## src/rtl/r5fp_int_sqrt.sv

```systemverilog
// ---------------------------------------------------------------------------
// r5fp_int_sqrt
//
// Iterative integer square-root responder for the isqrt_* handshake used by
// the floating-point square-root front end. It computes
//   Quo_o = floor(sqrt(D_i * 2^W))
// with a restoring digit recurrence, producing one root bit per cycle, or two
// when the radix-4 build is selected. Rem_o carries the remainder
// R - Quo^2, saturated to all ones when it does not fit in W bits. A non-zero
// remainder marks an inexact root.
//
// Build option:
//   R5FP_ISQRT_RADIX4_EN  defined   -> two root bits per cycle, W/2 iterations
//                         undefined -> one root bit per cycle, W iterations
//   Quo_o and Rem_o are identical in both builds; only the latency changes.
//
// Ports:
//   clk       in   rising-edge clock
//   reset     in   asynchronous, active-high reset
//   D_i       in   W-bit radicand operand (effective radicand D_i * 2^W)
//   strobe_i  in   start request, honoured only while ready_o is high
//   Quo_o     out  W-bit root, held until the next accepted strobe
//   Rem_o     out  W-bit saturated remainder, held like Quo_o
//   done_o    out  one-cycle pulse, results valid
//   ready_o   out  idle, a strobe on the next edge is accepted
// ---------------------------------------------------------------------------
module r5fp_int_sqrt #(
  parameter int W = 26
) (
  input  logic         clk,
  input  logic         reset,
  input  logic [W-1:0] D_i,
  input  logic         strobe_i,
  output logic [W-1:0] Quo_o,
  output logic [W-1:0] Rem_o,
  output logic         done_o,
  output logic         ready_o
);

  localparam int CW = $clog2(W + 1);

  localparam logic [0:0] ST_IDLE = 1'b0;
  localparam logic [0:0] ST_BUSY = 1'b1;

`ifdef R5FP_ISQRT_RADIX4_EN
  localparam logic [CW-1:0] ITERS = CW'(W / 2);
`else
  localparam logic [CW-1:0] ITERS = CW'(W);
`endif

  logic [0:0]     state_q, state_d;
  logic [CW-1:0]  cnt_q, cnt_d;
  logic [2*W-1:0] rad_q, rad_d;
  logic [W-1:0]   root_q, root_d;
  logic [W+1:0]   rem_q, rem_d;
  logic [W-1:0]   quo_q, quo_d;
  logic [W-1:0]   remOut_q, remOut_d;
  logic           done_q, done_d;

  // Result of one radix-2 step, packed as {remainder, root}.
  logic [2*W+1:0] stepA;
`ifdef R5FP_ISQRT_RADIX4_EN
  logic [2*W+1:0] stepB;
`endif
  logic [W+1:0]   remNew;
  logic [W-1:0]   rootNew;

  // One restoring step: bring down two radicand bits, try subtracting
  // {root,01}, keep the difference and append a 1 if it did not go negative.
  // The full remainder takes part in the compare; its top bits are zero while
  // the recurrence invariant rem <= 2*root holds, so the shifted value is
  // exact in W+2 bits.
  function automatic logic [2*W+1:0] sqrtStep(input logic [W+1:0] rem,
                                              input logic [W-1:0] root,
                                              input logic [1:0]   bits);
    logic [W+1:0] remSh;
    logic [W+1:0] subtrahend;
    remSh      = {rem[W-1:0], bits};
    subtrahend = {root, 2'b01};
    if ({rem, bits} >= {2'b00, subtrahend}) begin
      sqrtStep = {remSh - subtrahend, root[W-2:0], 1'b1};
    end else begin
      sqrtStep = {remSh, root[W-2:0], 1'b0};
    end
  endfunction

  // Next-state logic: accept in IDLE, iterate in BUSY, and publish the
  // result registers only on the final iteration so they stay stable while
  // the working registers churn.
  always_comb begin
    state_d  = state_q;
    cnt_d    = cnt_q;
    rad_d    = rad_q;
    root_d   = root_q;
    rem_d    = rem_q;
    quo_d    = quo_q;
    remOut_d = remOut_q;
    done_d   = 1'b0;

    stepA = sqrtStep(rem_q, root_q, rad_q[2*W-1:2*W-2]);
`ifdef R5FP_ISQRT_RADIX4_EN
    stepB   = sqrtStep(stepA[2*W+1:W], stepA[W-1:0], rad_q[2*W-3:2*W-4]);
    remNew  = stepB[2*W+1:W];
    rootNew = stepB[W-1:0];
`else
    remNew  = stepA[2*W+1:W];
    rootNew = stepA[W-1:0];
`endif

    case (state_q)
      ST_IDLE: begin
        if (strobe_i) begin
          state_d = ST_BUSY;
          rad_d   = {D_i, {W{1'b0}}};
          root_d  = '0;
          rem_d   = '0;
          cnt_d   = ITERS;
        end
      end
      default: begin
`ifdef R5FP_ISQRT_RADIX4_EN
        rad_d = rad_q << 4;
`else
        rad_d = rad_q << 2;
`endif
        root_d = rootNew;
        rem_d  = remNew;
        cnt_d  = cnt_q - CW'(1);
        if (cnt_q == CW'(1)) begin
          state_d  = ST_IDLE;
          done_d   = 1'b1;
          quo_d    = rootNew;
          remOut_d = (remNew[W+1:W] != 2'b00) ? {W{1'b1}} : remNew[W-1:0];
        end
      end
    endcase
  end

  // State and datapath registers; reset abandons any operation in flight.
  always_ff @(posedge clk or posedge reset) begin
    if (reset) begin
      state_q  <= ST_IDLE;
      cnt_q    <= '0;
      rad_q    <= '0;
      root_q   <= '0;
      rem_q    <= '0;
      quo_q    <= '0;
      remOut_q <= '0;
      done_q   <= 1'b0;
    end else begin
      state_q  <= state_d;
      cnt_q    <= cnt_d;
      rad_q    <= rad_d;
      root_q   <= root_d;
      rem_q    <= rem_d;
      quo_q    <= quo_d;
      remOut_q <= remOut_d;
      done_q   <= done_d;
    end
  end

  assign Quo_o   = quo_q;
  assign Rem_o   = remOut_q;
  assign done_o  = done_q;
  assign ready_o = (state_q == ST_IDLE);

endmodule

```

## config.mk

```make
export PLATFORM = sky130hd
export DESIGN_NAME = r5fp_int_sqrt
export DESIGN_NICKNAME = d
export VERILOG_FILES = /design/src/rtl/r5fp_int_sqrt.sv
export SDC_FILE = /design/constraint.sdc
export NUM_CORES = 1
export LEC_CHECK = 0
export ABC_AREA = 1
export CORE_MARGIN = 2
export CORE_UTILIZATION = 30
export CTS_CLUSTER_SIZE = 14
export DETAILED_ROUTE_END_ITERATION = 10
export GPL_ROUTABILITY_DRIVEN = 0
export HOLD_SLACK_MARGIN = 0.06
export MAX_ROUTING_LAYER = met4
export SLEW_MARGIN = 20
export SYNTH_ARGS = -nofsm -noshare
export SYNTH_HDL_FRONTEND = slang
export SYNTH_SLANG_ARGS = --single-unit
```

## constraint.sdc

```tcl
create_clock -name clk -period 4.85 [get_ports clk]
set_input_delay 0.97 -clock clk [delete_from_list [all_inputs] [get_ports clk]]
set_output_delay 0.97 -clock clk [all_outputs]
set_load 0.02 [all_outputs]
```

==> impl_summary.txt <==
----------------------------------------------------
[Clock tree]
  Number of gates resized after cts ... 0
  Buffer type at the clock tree root ... sky130_fd_sc_hd__clkbuf_16
  Maximum clock insertion buffer count ... 2
  Cts bufs inserted ... 17
  H-tree level count ... 4
  Later-pin clock latency in the skew report ... 0.44 ns
  Clock transition at the register clock pins on the worst setup and hold paths after CTS ... 0.06 ns
  Number of setup buffers added after CTS ... 0
  Number of buffers inserted by hold repair at cts ... 0
  CTS tree ... built
  Number of sinks driven by the clock tree ... 139

[Cells and area]
  Area of the multi-input gates ... 3960 um2
  Proportion of layout cells with a drive suffix above 1 ... 0.0978
  Area used by sequential logic in the layout ... 3480 um2
  # nets final ... 1264
  Antenna fix cells ... 0
  Filler cell count in the final layout ... 2859
  Layout area overhead ... 21.0%

[Synth]
  Netlist Area Pre-Place ... 8330 um2
  Count of flip-flops with a built-in enable after synthesis ... 0
  Synth area leaders ... sky130_fd_sc_hd__dfrtp_1, sky130_fd_sc_hd__nand2_1, sky130_fd_sc_hd__inv_1, sky130_fd_sc_hd__nand3_1, sky130_fd_sc_hd__ha_1
  Fraction of synthesized cell area taken by the top area cell type ... 0.418
  Async set-or-reset flop fraction in the synthesized netlist ... 1.00
  Mean post-synth cell area ... 7.31 um2
  Post-Syn Nets ... 1198
  Synth unique cells ... 38
  Leading cell type by number of instances after synthesis ... sky130_fd_sc_hd__nand2_1
  Yosys warning total ... 0
  Cell taking the most area after synthesis ... sky130_fd_sc_hd__dfrtp_1
  Proportion of synthesized chip area in sequential cells ... 0.418
  Most instantiated cells after synthesis ... sky130_fd_sc_hd__nand2_1, sky130_fd_sc_hd__inv_1, sky130_fd_sc_hd__dfrtp_1
  Synth Register Bits ... 139
  Post-synthesis instance total ... 1139
  Primary FF master, synth ... sky130_fd_sc_hd__dfrtp_1

[Setup path]
  Kind of end point of the critical path ... register
  Number of cell instances on the worst register-to-register path ... 14
  Worst-path fanout max ... 30
  Launch instance of the worst register-to-register path ... root_q[19]
  Register-to-Register Setup Slack ... 1.37 ns
  Worst EP arrival ... 3.81 ns
  Kind of start point of the critical path ... register
  Data required time at the worst endpoint ... 5.18 ns
  Setup Crit Path Kind ... reg2reg
  Reg2Reg Capture Point ... Rem_o[24]

[Detailed routing]
  Post-route DRC violation count ... 0
  DR pass1 iterations ... 5
  Antenna-violating nets left ... 0
  Vias per cell ... 4.58
  Number of vias in the routed layout ... 7270
  Wirelength, routed ... 23.1 mm
  WL per Instance ... 14.5 um
  Detailed router's first-iteration violation count ... 478

[STA]
  Number of failing hold endpoints at the final stage ... 0
  Max-slew violation total from the final report ... 0
  TNS Setup ... 0 ns
  Setup repair after global routing missed its margin ... false
  Final setup skew ... 0.0140 ns
  Slew Limit Headroom ... 0.326
  Min Tclk post-route ... 3.48 ns
  Slew of the pin with the lowest slew margin ... 1.01 ns
  Achievable Freq ... 288 MHz
  Tcrit/Tclk final ... 0.717
  Count of endpoints failing setup in the final report ... 0

[Hold path]
  Hold path depth ... 2
  Tightest Hold Check Type ... reg2reg
  Worst Hold Endpoint ... Quo_o[8]
  Min-delay src ... Quo_o[8]

[Outcome]
  Outcome ... finished, final reports clean

[Place]
  HPWL after DPL ... 16.9 mm
  Count of port buffers added during placement ... 82

[Global route]
  Maximum number of pins on one net before global-route repair ... 87
  Number of global-route vias before repair ... 7230
  Busiest metal layer after global routing ... met2
  Met3 layer usage reported by global route ... 0.0440
  First-pass GRT wire length ... 38.2 mm
  Global-route met2 utilization ... 0.269
  Global-route congestion overflow total ... 0
  Met1 Track Usage GR ... 0.219
  All-Layer GR Usage ... 0.172
  Number of antenna violations at the first check in global routing ... 0

[Floorplan]
  Starting utilization of the core area ... 0.307
  Die Area ... 29100 um2
  Die extent in x ... 171 um
  Number of top-level pins ... 83
  Core footprint ... 27100 um2
  Site row count ... 60
  Die outline height ... 171 um

[Job]
  Maxcap violations ... 0

----------------------------------------------------
## how the worst max path moves through the flow
stage | cells after the start | to | slack, ns | startpoint
2_1_floorplan | 1 | Quo_o[0] | 0.16 | reset
3_3_place_gp | 14 | Rem_o[21] | 1.41 | root_q[19]
3_5_place_dp | 14 | Rem_o[24] | 1.33 | root_q[19]
4_1_cts | 14 | Rem_o[24] | 1.32 | root_q[19]
5_1_grt | 16 | Rem_o[25] | 1.01 | root_q[7]
6_report | 14 | Rem_o[24] | 1.37 | root_q[19]
## cell usage in the layout (no fill, tap or decap), types with 2 or more instances in the layout
cell,Yosys,layout
sky130_fd_sc_hd__a21oi_1,12,12
sky130_fd_sc_hd__a22o_1,25,25
sky130_fd_sc_hd__a22oi_1,2,2
sky130_fd_sc_hd__and2_1,4,4
sky130_fd_sc_hd__buf_4,2,6
sky130_fd_sc_hd__bufinv_16,0,4
sky130_fd_sc_hd__clkbuf_1,29,3
sky130_fd_sc_hd__clkbuf_16,0,17
sky130_fd_sc_hd__clkdlybuf4s50_1,0,82
sky130_fd_sc_hd__clkinv_1,1,2
sky130_fd_sc_hd__clkinvlp_4,0,3
sky130_fd_sc_hd__dfrtp_1,139,139
sky130_fd_sc_hd__ha_1,30,30
sky130_fd_sc_hd__inv_1,172,169
sky130_fd_sc_hd__inv_2,10,11
sky130_fd_sc_hd__inv_6,0,2
sky130_fd_sc_hd__nand2_1,395,395
sky130_fd_sc_hd__nand2_2,8,8
sky130_fd_sc_hd__nand3_1,85,85
sky130_fd_sc_hd__nand3_2,22,22
sky130_fd_sc_hd__nand3b_1,3,3
sky130_fd_sc_hd__nand4_1,10,10
sky130_fd_sc_hd__nor2_1,57,56
sky130_fd_sc_hd__nor2_2,10,10
sky130_fd_sc_hd__nor3_1,4,4
sky130_fd_sc_hd__nor3_2,3,3
sky130_fd_sc_hd__o211ai_1,2,2
sky130_fd_sc_hd__o21ai_0,34,34
sky130_fd_sc_hd__o22ai_1,28,28
sky130_fd_sc_hd__or2_2,26,26
sky130_fd_sc_hd__xor2_1,8,8
## cell type report
cell class,count,area share
Sequential cell,139,0.345
Inverter,183,0.0687
Multi-Input combinational cell,776,0.393
Clock inverter,10,0.0164
Clock buffer,21,0.0447
Tap cell,372,0.0462
Timing Repair Buffer,88,0.0859
## worst max-delay path, cell delays in order, from the launching register on
cell	delay, ns
sky130_fd_sc_hd__dfrtp_1	0.35
sky130_fd_sc_hd__inv_1	0.18
sky130_fd_sc_hd__ha_1	0.33
sky130_fd_sc_hd__nand2_1	0.16
sky130_fd_sc_hd__inv_1	0.06
sky130_fd_sc_hd__nand2_1	0.06
sky130_fd_sc_hd__nand2_1	0.07
sky130_fd_sc_hd__inv_1	0.06
sky130_fd_sc_hd__nand2_1	0.07
sky130_fd_sc_hd__a21oi_2	0.14
sky130_fd_sc_hd__nand3_2	0.57
sky130_fd_sc_hd__a21oi_4	1.00
sky130_fd_sc_hd__nand3_1	0.17
sky130_fd_sc_hd__nand2_1	0.10
sky130_fd_sc_hd__inv_1	0.04
## registers in the layout, indices dropped and copies added, names as in the netlist
| name | flops |
|---|---|
| rem_q | 28 |
| Quo_o | 26 |
| Rem_o | 26 |
| rad_q | 26 |
| root_q | 26 |
| cnt_q | 5 |
| done_o | 1 |
| state_q | 1 |
## routing by layer
| metal | share of wire | wire length (um) | up-vias |
|---|---|---|---|
| met5 | 0 | 0 | - |
| met1 | 0.47 | 10700 | 3341 |
| met4 | 0.019 | 437 | 0 |
| met3 | 0.060 | 1380 | 29 |
| li1 | - | - | 3707 |
| met2 | 0.45 | 10500 | 193 |
## logic make-up (layout without fill, tap and decap cells)
family	count (synthesis)	in the layout	synth area share
AOI/OAI and AO/OA	107	107	0.0834
xor gates and xnor gates	9	9	0.00947
adders and majority gates	30	30	0.0451
buffers and inverters	224	302	0.108
DFF	139	139	0.418
and+or+nand+nor	630	630	0.337
## stage by stage
step	hold WS (ns)	cell area, um2	utilization	setup WS, ns	std cells
floorplan	0.452	8330	-	0.155	1139
global placement	0.466	9460	0.349	1.41	1558
detailed placement	0.472	9460	0.349	1.33	1558
CTS	0.488	10100	0.372	1.32	1589
global route	0.509	10100	0.372	1.01	1589
finish	0.482	10100	0.372	1.37	1589
Power is left out: the tool's default activity adds up to more than one toggle a clock period on the data nets, which glitch-free logic cannot reach.
